**config.mk**
```make
export PLATFORM = sky130hd
export DESIGN_NAME = vga_scan_out
export DESIGN_NICKNAME = d
export VERILOG_FILES = /design/src/rtl/vga_scan_out.sv
export SDC_FILE = /design/constraint.sdc
export NUM_CORES = 1
export LEC_CHECK = 0
export ABC_AREA = 1
export BUFFER_PORTS_ARGS = -buffer_cell sky130_fd_sc_hd__buf_2
export CAP_MARGIN = 20
export CORE_UTILIZATION = 59
export CTS_BUF_LIST = sky130_fd_sc_hd__clkbuf_4 sky130_fd_sc_hd__clkbuf_8
export DETAILED_ROUTE_END_ITERATION = 7
export GPL_ROUTABILITY_DRIVEN = 0
export GPL_TIMING_DRIVEN = 0
export PLACE_DENSITY = 0.95
export SYNTH_ARGS = -nofsm -noshare
export SYNTH_HDL_FRONTEND = slang
export SYNTH_SLANG_ARGS = --single-unit
```
**constraint.sdc**
```tcl
create_clock -name clk -period 2.8 [get_ports clk]
set_input_delay 0.28 -clock clk [delete_from_list [all_inputs] [get_ports clk]]
set_output_delay 0.28 -clock clk [all_outputs]
set_load 0.1 [all_outputs]
```
**src/rtl/vga_scan_out.sv**
```systemverilog
// 640x480@60 VGA scan generator and blanked colour output stage.
// Addresses the framebuffer front half and pulses frame_start on wrap.
module vga_scan_out #(
  parameter int H_VISIBLE = 640,
  parameter int H_FRONT   = 16,
  parameter int H_SYNC    = 96,
  parameter int H_BACK    = 48,
  parameter int V_VISIBLE = 480,
  parameter int V_FRONT   = 10,
  parameter int V_SYNC    = 2,
  parameter int V_BACK    = 33,
  parameter int CLK_DIV   = 4
) (
  input  logic        clk,
  input  logic        rst,
  output logic [9:0]  hc,
  output logic [9:0]  vc,
  input  logic [11:0] color_in,
  output logic        pixel_en,
  output logic        frame_start,
  output logic        hsync,
  output logic        vsync,
  output logic [3:0]  vga_r,
  output logic [3:0]  vga_g,
  output logic [3:0]  vga_b
);

  localparam int H_TOTAL = H_VISIBLE + H_FRONT + H_SYNC + H_BACK;
  localparam int V_TOTAL = V_VISIBLE + V_FRONT + V_SYNC + V_BACK;
  localparam int DW      = (CLK_DIV > 2) ? $clog2(CLK_DIV) : 1;

  localparam logic [9:0] H_LAST = 10'(H_TOTAL - 1);
  localparam logic [9:0] V_LAST = 10'(V_TOTAL - 1);
  localparam logic [9:0] H_VIS  = 10'(H_VISIBLE);
  localparam logic [9:0] V_VIS  = 10'(V_VISIBLE);
  localparam logic [9:0] HS_LO  = 10'(H_VISIBLE + H_FRONT);
  localparam logic [9:0] HS_HI  = 10'(H_VISIBLE + H_FRONT + H_SYNC - 1);
  localparam logic [9:0] VS_LO  = 10'(V_VISIBLE + V_FRONT);
  localparam logic [9:0] VS_HI  = 10'(V_VISIBLE + V_FRONT + V_SYNC - 1);

  localparam logic [DW-1:0] DIV_LAST = DW'(CLK_DIV - 1);
  localparam logic [DW-1:0] DIV_PRE  = DW'(CLK_DIV - 2);

  logic [DW-1:0] div;
  logic          h_last;
  logic          v_last;
  logic          active;
  logic          hs_zone;
  logic          vs_zone;

  assign h_last  = (hc == H_LAST);
  assign v_last  = (vc == V_LAST);
  assign active  = (hc < H_VIS) && (vc < V_VIS);
  assign hs_zone = (hc >= HS_LO) && (hc <= HS_HI);
  assign vs_zone = (vc >= VS_LO) && (vc <= VS_HI);

  // pixel_en is registered, so it is set one clock before div hits its last value
  always_ff @(posedge clk or posedge rst) begin
    if (rst) begin
      div      <= '0;
      pixel_en <= 1'b0;
    end else begin
      div      <= (div == DIV_LAST) ? '0 : div + DW'(1);
      pixel_en <= (div == DIV_PRE);
    end
  end

  always_ff @(posedge clk or posedge rst) begin
    if (rst) begin
      hc          <= '0;
      vc          <= '0;
      frame_start <= 1'b0;
    end else begin
      frame_start <= pixel_en && h_last && v_last;
      if (pixel_en) begin
        hc <= h_last ? '0 : hc + 10'd1;
        if (h_last) begin
          vc <= v_last ? '0 : vc + 10'd1;
        end
      end
    end
  end

  // Decoded from pre-increment position, so these lag hc/vc by one pixel
  always_ff @(posedge clk or posedge rst) begin
    if (rst) begin
      hsync <= 1'b1;
      vsync <= 1'b1;
      vga_r <= '0;
      vga_g <= '0;
      vga_b <= '0;
    end else if (pixel_en) begin
      hsync <= !hs_zone;
      vsync <= !vs_zone;
      vga_r <= active ? color_in[11:8] : 4'h0;
      vga_g <= active ? color_in[7:4]  : 4'h0;
      vga_b <= active ? color_in[3:0]  : 4'h0;
    end
  end

endmodule

```
Yosys cells after proc, flatten, opt, wreduce, memory -nomap -nowiden
Index checks and enable logic that the tools add are counted.

Register bits: 38. Input port bits: 14. Output and inout bits: 36. Word-level logic and storage cells: 37.

$add $sub $neg: 3. Magnitude comparators: 6. Eq/ne operators: 4. Muxes and demuxes: 6. Reductions and logical operators: 8.

Operators by type and width (number): $add 10x1->10 const B (2); $eq 10x10->1 const B (2); $mux 10 (2); $mux 4 (3); $ge 10x10->1 const B (1); $ge 10x9->1 const B (1); $le 10x10->1 const B (1); $le 10x9->1 const B (1); $lt 10x10->1 const B (1); $lt 10x9->1 const B (1); $logic_and 1x1->1 (5); $eq 2x2->1 const B (2); $add 2x1->2 const B (1); $logic_not 1->1 (2); $mux 2 (1); $reduce_and 2->1 (1).

Logic depth before layout (Yosys ltp)
Depth after elaboration: 3. Depth in mapped cells: 7. Depth with buffers taken out: 7.

Least setup slack after synthesis
OpenSTA, ideal clock, no wires.

Path kind: reg2reg. Start: register hc[0]. End: register vc[7]. Setup time: 123 ps. Arrival: 1973 ps. Data required time: 2677 ps. Setup slack: 704 ps. Cell stages (with the launch flop): 8. Buffers on the path: 1. Clock period less this slack: 2096 ps. Path through: dfrtp_1 ha_1 nand3_4 nor2_4 nand3_4 buf_6 nand2_1 o21ai_2.

Word-level cells in the longest chain between the ends: 2.

RTL lines: start: declaration (RTL line 16) `output logic [9:0] hc,`; start signal: assignment (RTL line 76) `hc <= h_last ? '0 : hc + 10'd1;`; $eq 10x10->1 (RTL line 51) `assign h_last = (hc == H_LAST);`; $reduce_and 2->1 (no line); end signal: assignment (RTL line 78) `vc <= v_last ? '0 : vc + 10'd1;`; end: declaration (RTL line 17) `output logic [9:0] vc,`.

Every way passes these cells. A chain may end at the register's enable or synchronous reset.

Worst setup path after layout
Start: register vc[4]. End: output vc[4].

No word-level cell between the ends.

==> impl_metrics.env <==
export IMPL_synth_top_area_share_pct=46.4
export IMPL_critical_path_slowest_cell="dfrtp_1"
export IMPL_critPathCaptureType="output port"
export IMPL_wl_um=4310
export IMPL_track_usage_pct=28.0
export IMPL_max_cap_violations=0
export IMPL_power_frac_clock_pct=31.4
export IMPL_tns_ns=0
export IMPL_worst_pin_slew_ns=0.832
export IMPL_worstSetupStartpointType="flip-flop"
export IMPL_power_switching_uw=277
export IMPL_stdcell_area_um2=2330
export IMPL_htreeDepth=2
export IMPL_diodes=0
export IMPL_cts_root_buf="clkbuf_4"
export IMPL_clock_latency_ns=0.35
export IMPL_synth_cell_types=27
export IMPL_cts_sinks=38
export IMPL_initial_core_util_pct=63.0
export IMPL_die_area_um2=3520
export IMPL_power_density_nw_per_um2=418
export IMPL_setup_ws_ns=1.17
export IMPL_yosys_area_top_type="dfrtp_1"
export IMPL_crit_buf_inv=1
export IMPL_rows=20
export IMPL_combPwrFrac_pct=11.0
export IMPL_antenna_found_initial=0
export IMPL_portBuffers=49
export IMPL_setup_viol=0
export IMPL_cts_tree="built"
export IMPL_required_ns=2.52
export IMPL_drv_slew=0
export IMPL_status="finished, final reports clean"
export IMPL_postCtsSetupRepairBufs=0
export IMPL_grt_max_degree=21
export IMPL_max_freq_mhz=612
export IMPL_hold_viol_final=0
export IMPL_finalCriticalPeriod_ns=1.63
export IMPL_cts_reportedPaths_clkPinSlew_ns=0.11
export IMPL_ios=50
export IMPL_worstSetupPathType="flip-flop to output port"
export IMPL_ys_seq_area_share_pct=49.1
export IMPL_vias_per_cell=5.36
export IMPL_synth_avg_cell_area_um2=8.36
export IMPL_rsz0062_at_grt="false"
export IMPL_syn_area_um2=1940
export IMPL_vias=1789
export IMPL_seqPwrFrac_pct=57.7
export IMPL_switching_share_pct=28.4
export IMPL_p_leak_nw=1.16
export IMPL_synth_fp_nets=252
export IMPL_finalNetCount=309
export IMPL_drive_above_1_share_pct=27.2
export IMPL_cts_path_max_buffers=2
export IMPL_worstPathCellList="buf_2"
export IMPL_critical_path_max_stage_delay_ns=0.51
export IMPL_p_int_uw=698
export IMPL_hold_class="primary input to asynchronous set/reset pin"
export IMPL_totalPowerFinal_uw=975
export IMPL_fillers=233
export IMPL_fin_skew_ns=0.00603
export IMPL_dpl_cell_area_um2=2270
export IMPL_firstDrtPassIters=5
export IMPL_drt_iter0_drc=51
export IMPL_post_route_period_util_pct=58.3
export IMPL_crit_fanout=8
export IMPL_place_inst=326
export IMPL_antenna_left=0
export IMPL_ctsHoldBuffers=0
export IMPL_cp_arrival_ns=1.35
export IMPL_syn2layout_area_growth_pct=20.2
export IMPL_multiInputGateArea_um2=855
export IMPL_peakVddDrop_mv=0.392
export IMPL_synthCells=232
export IMPL_die_h_um=59.4
export IMPL_ys_top_cells_by_area="dfrtp_1, nand2_1, o21ai_0, inv_1, nor2_1"
export IMPL_regArea_um2=953
export IMPL_overflow=0
export IMPL_pre_cts_ws_ns=1.24
export IMPL_route_detailed_drc=0
export IMPL_slew_headroom_pct=44.5
export IMPL_dieWidth_um=59.4
export IMPL_wire_per_inst_um=12.9
export IMPL_ys_warn_count=0
export IMPL_grt_pass1_vias=1665
export IMPL_cts_resized_gates=0
export IMPL_grt_pass1_wl_um=7200
export IMPL_layout_cells_non_filler=334
export IMPL_dp_hpwl_um=3220
export IMPL_core_area_um2=3080
export IMPL_cts_inserted_buffers=5
export IMPL_ys_ff_latch=38
export IMPL_crit_family="flip-flops"
-- metal layers --
metal	routed length, µm	share of wire (%)	up-vias	GRT usage (%)
met2	2180	51	66	46.7
met5	0	0	-	0
met4	64	1.5	0	13.6
met3	253	5.9	8	5.46
li1	-	-	852	-
met1	1810	42	863	34.7
-- placed cells by master, fill, tap and decap left out, types with 2 or more instances in the layout --
master     n
nand2_1   63
o21bai_1   2
nand3_1   15
nor2_2     3
buf_2     53
xor2_1     8
inv_1     21
dfstp_2    2
inv_2      3
nand3_4    2
a21oi_1    3
ha_1       6
o21ai_0   21
clkbuf_4   5
nor3_2     2
o21ai_1    3
nand4_1    6
dfrtp_1   36
nor3_1     3
nor2_1    21
-- flip-flops by register name (all words and copies together) (netlist names) --
name and count:
hc 10, vc 10, vga_b 4, vga_g 4, vga_r 4, div 2, frame_start 1, hsync 1
pixel_en 1, vsync 1
-- kinds of logic after synthesis --
kind of cell | count (synthesis) | share of synthesized area (%)
fa+ha+maj | 6 | 3.87
simple gates | 118 | 27.9
flops | 38 | 49.1
compound gates | 30 | 8.19
xor+xnor | 9 | 4.06
buf+inv | 31 | 6.83
-- layout make-up --
cell class	instances	area share (%)
Inverter	24	3.86
Sequential cell	38	40.9
Clock inverter	2	0.536
Multi-Input combinational cell	163	36.6
Clock buffer	6	2.20
Timing Repair Buffer	50	11.7
Buffer	7	1.82
Tap cell	44	2.36
-- path summary, 6_finish.rpt --
kind	from	end	slack [ns]	cells past startpoint
max	vc[4]	vc[4]	1.17	1
min in group clk	color_in[9]	vga_r[1]	0.18	3
min	rst	vc[8]	0.07	2
min reg2reg	div[0]	div[0]	0.47	1
max in group asynchronous	rst	vsync	2.08	3
max reg2reg	vc[0]	vc[0]	1.19	7
-- synthesized netlist by cell type, drive strengths merged --
cell type  instances
inv               24
ha                 6
nand4              6
buf                6
nor3               5
or2                1
xnor2              1
o21ai             25
nor2              25
dfrtp             36
o21bai             2
nand2             63
a21oi              3
dfstp              2
nand3b             1
clkbuf             1
xor2               8
nand3             17
-- per-stage QoR --
stage | hold WS (ns) | utilization (%)
after floorplan | 0.428 | -
after global placement | 0.442 | 72.8
after detailed placement | 0.458 | 73.7
after CTS | 0.0874 | 75.8
after global routing | 0.137 | 75.8
final | 0.0706 | 75.8
-- power by group through the flow --
stage                     clock, mW  combinational (mW)  sequential [mW]
final                         0.306               0.107            0.562
after global placement            0               0.102            0.573
after floorplan                   0              0.0142            0.638
after detailed placement          0               0.108            0.572
after CTS                     0.310               0.108            0.562
after global routing          0.326               0.113            0.564
No activity file was read; power rests on OpenSTA's default activity.
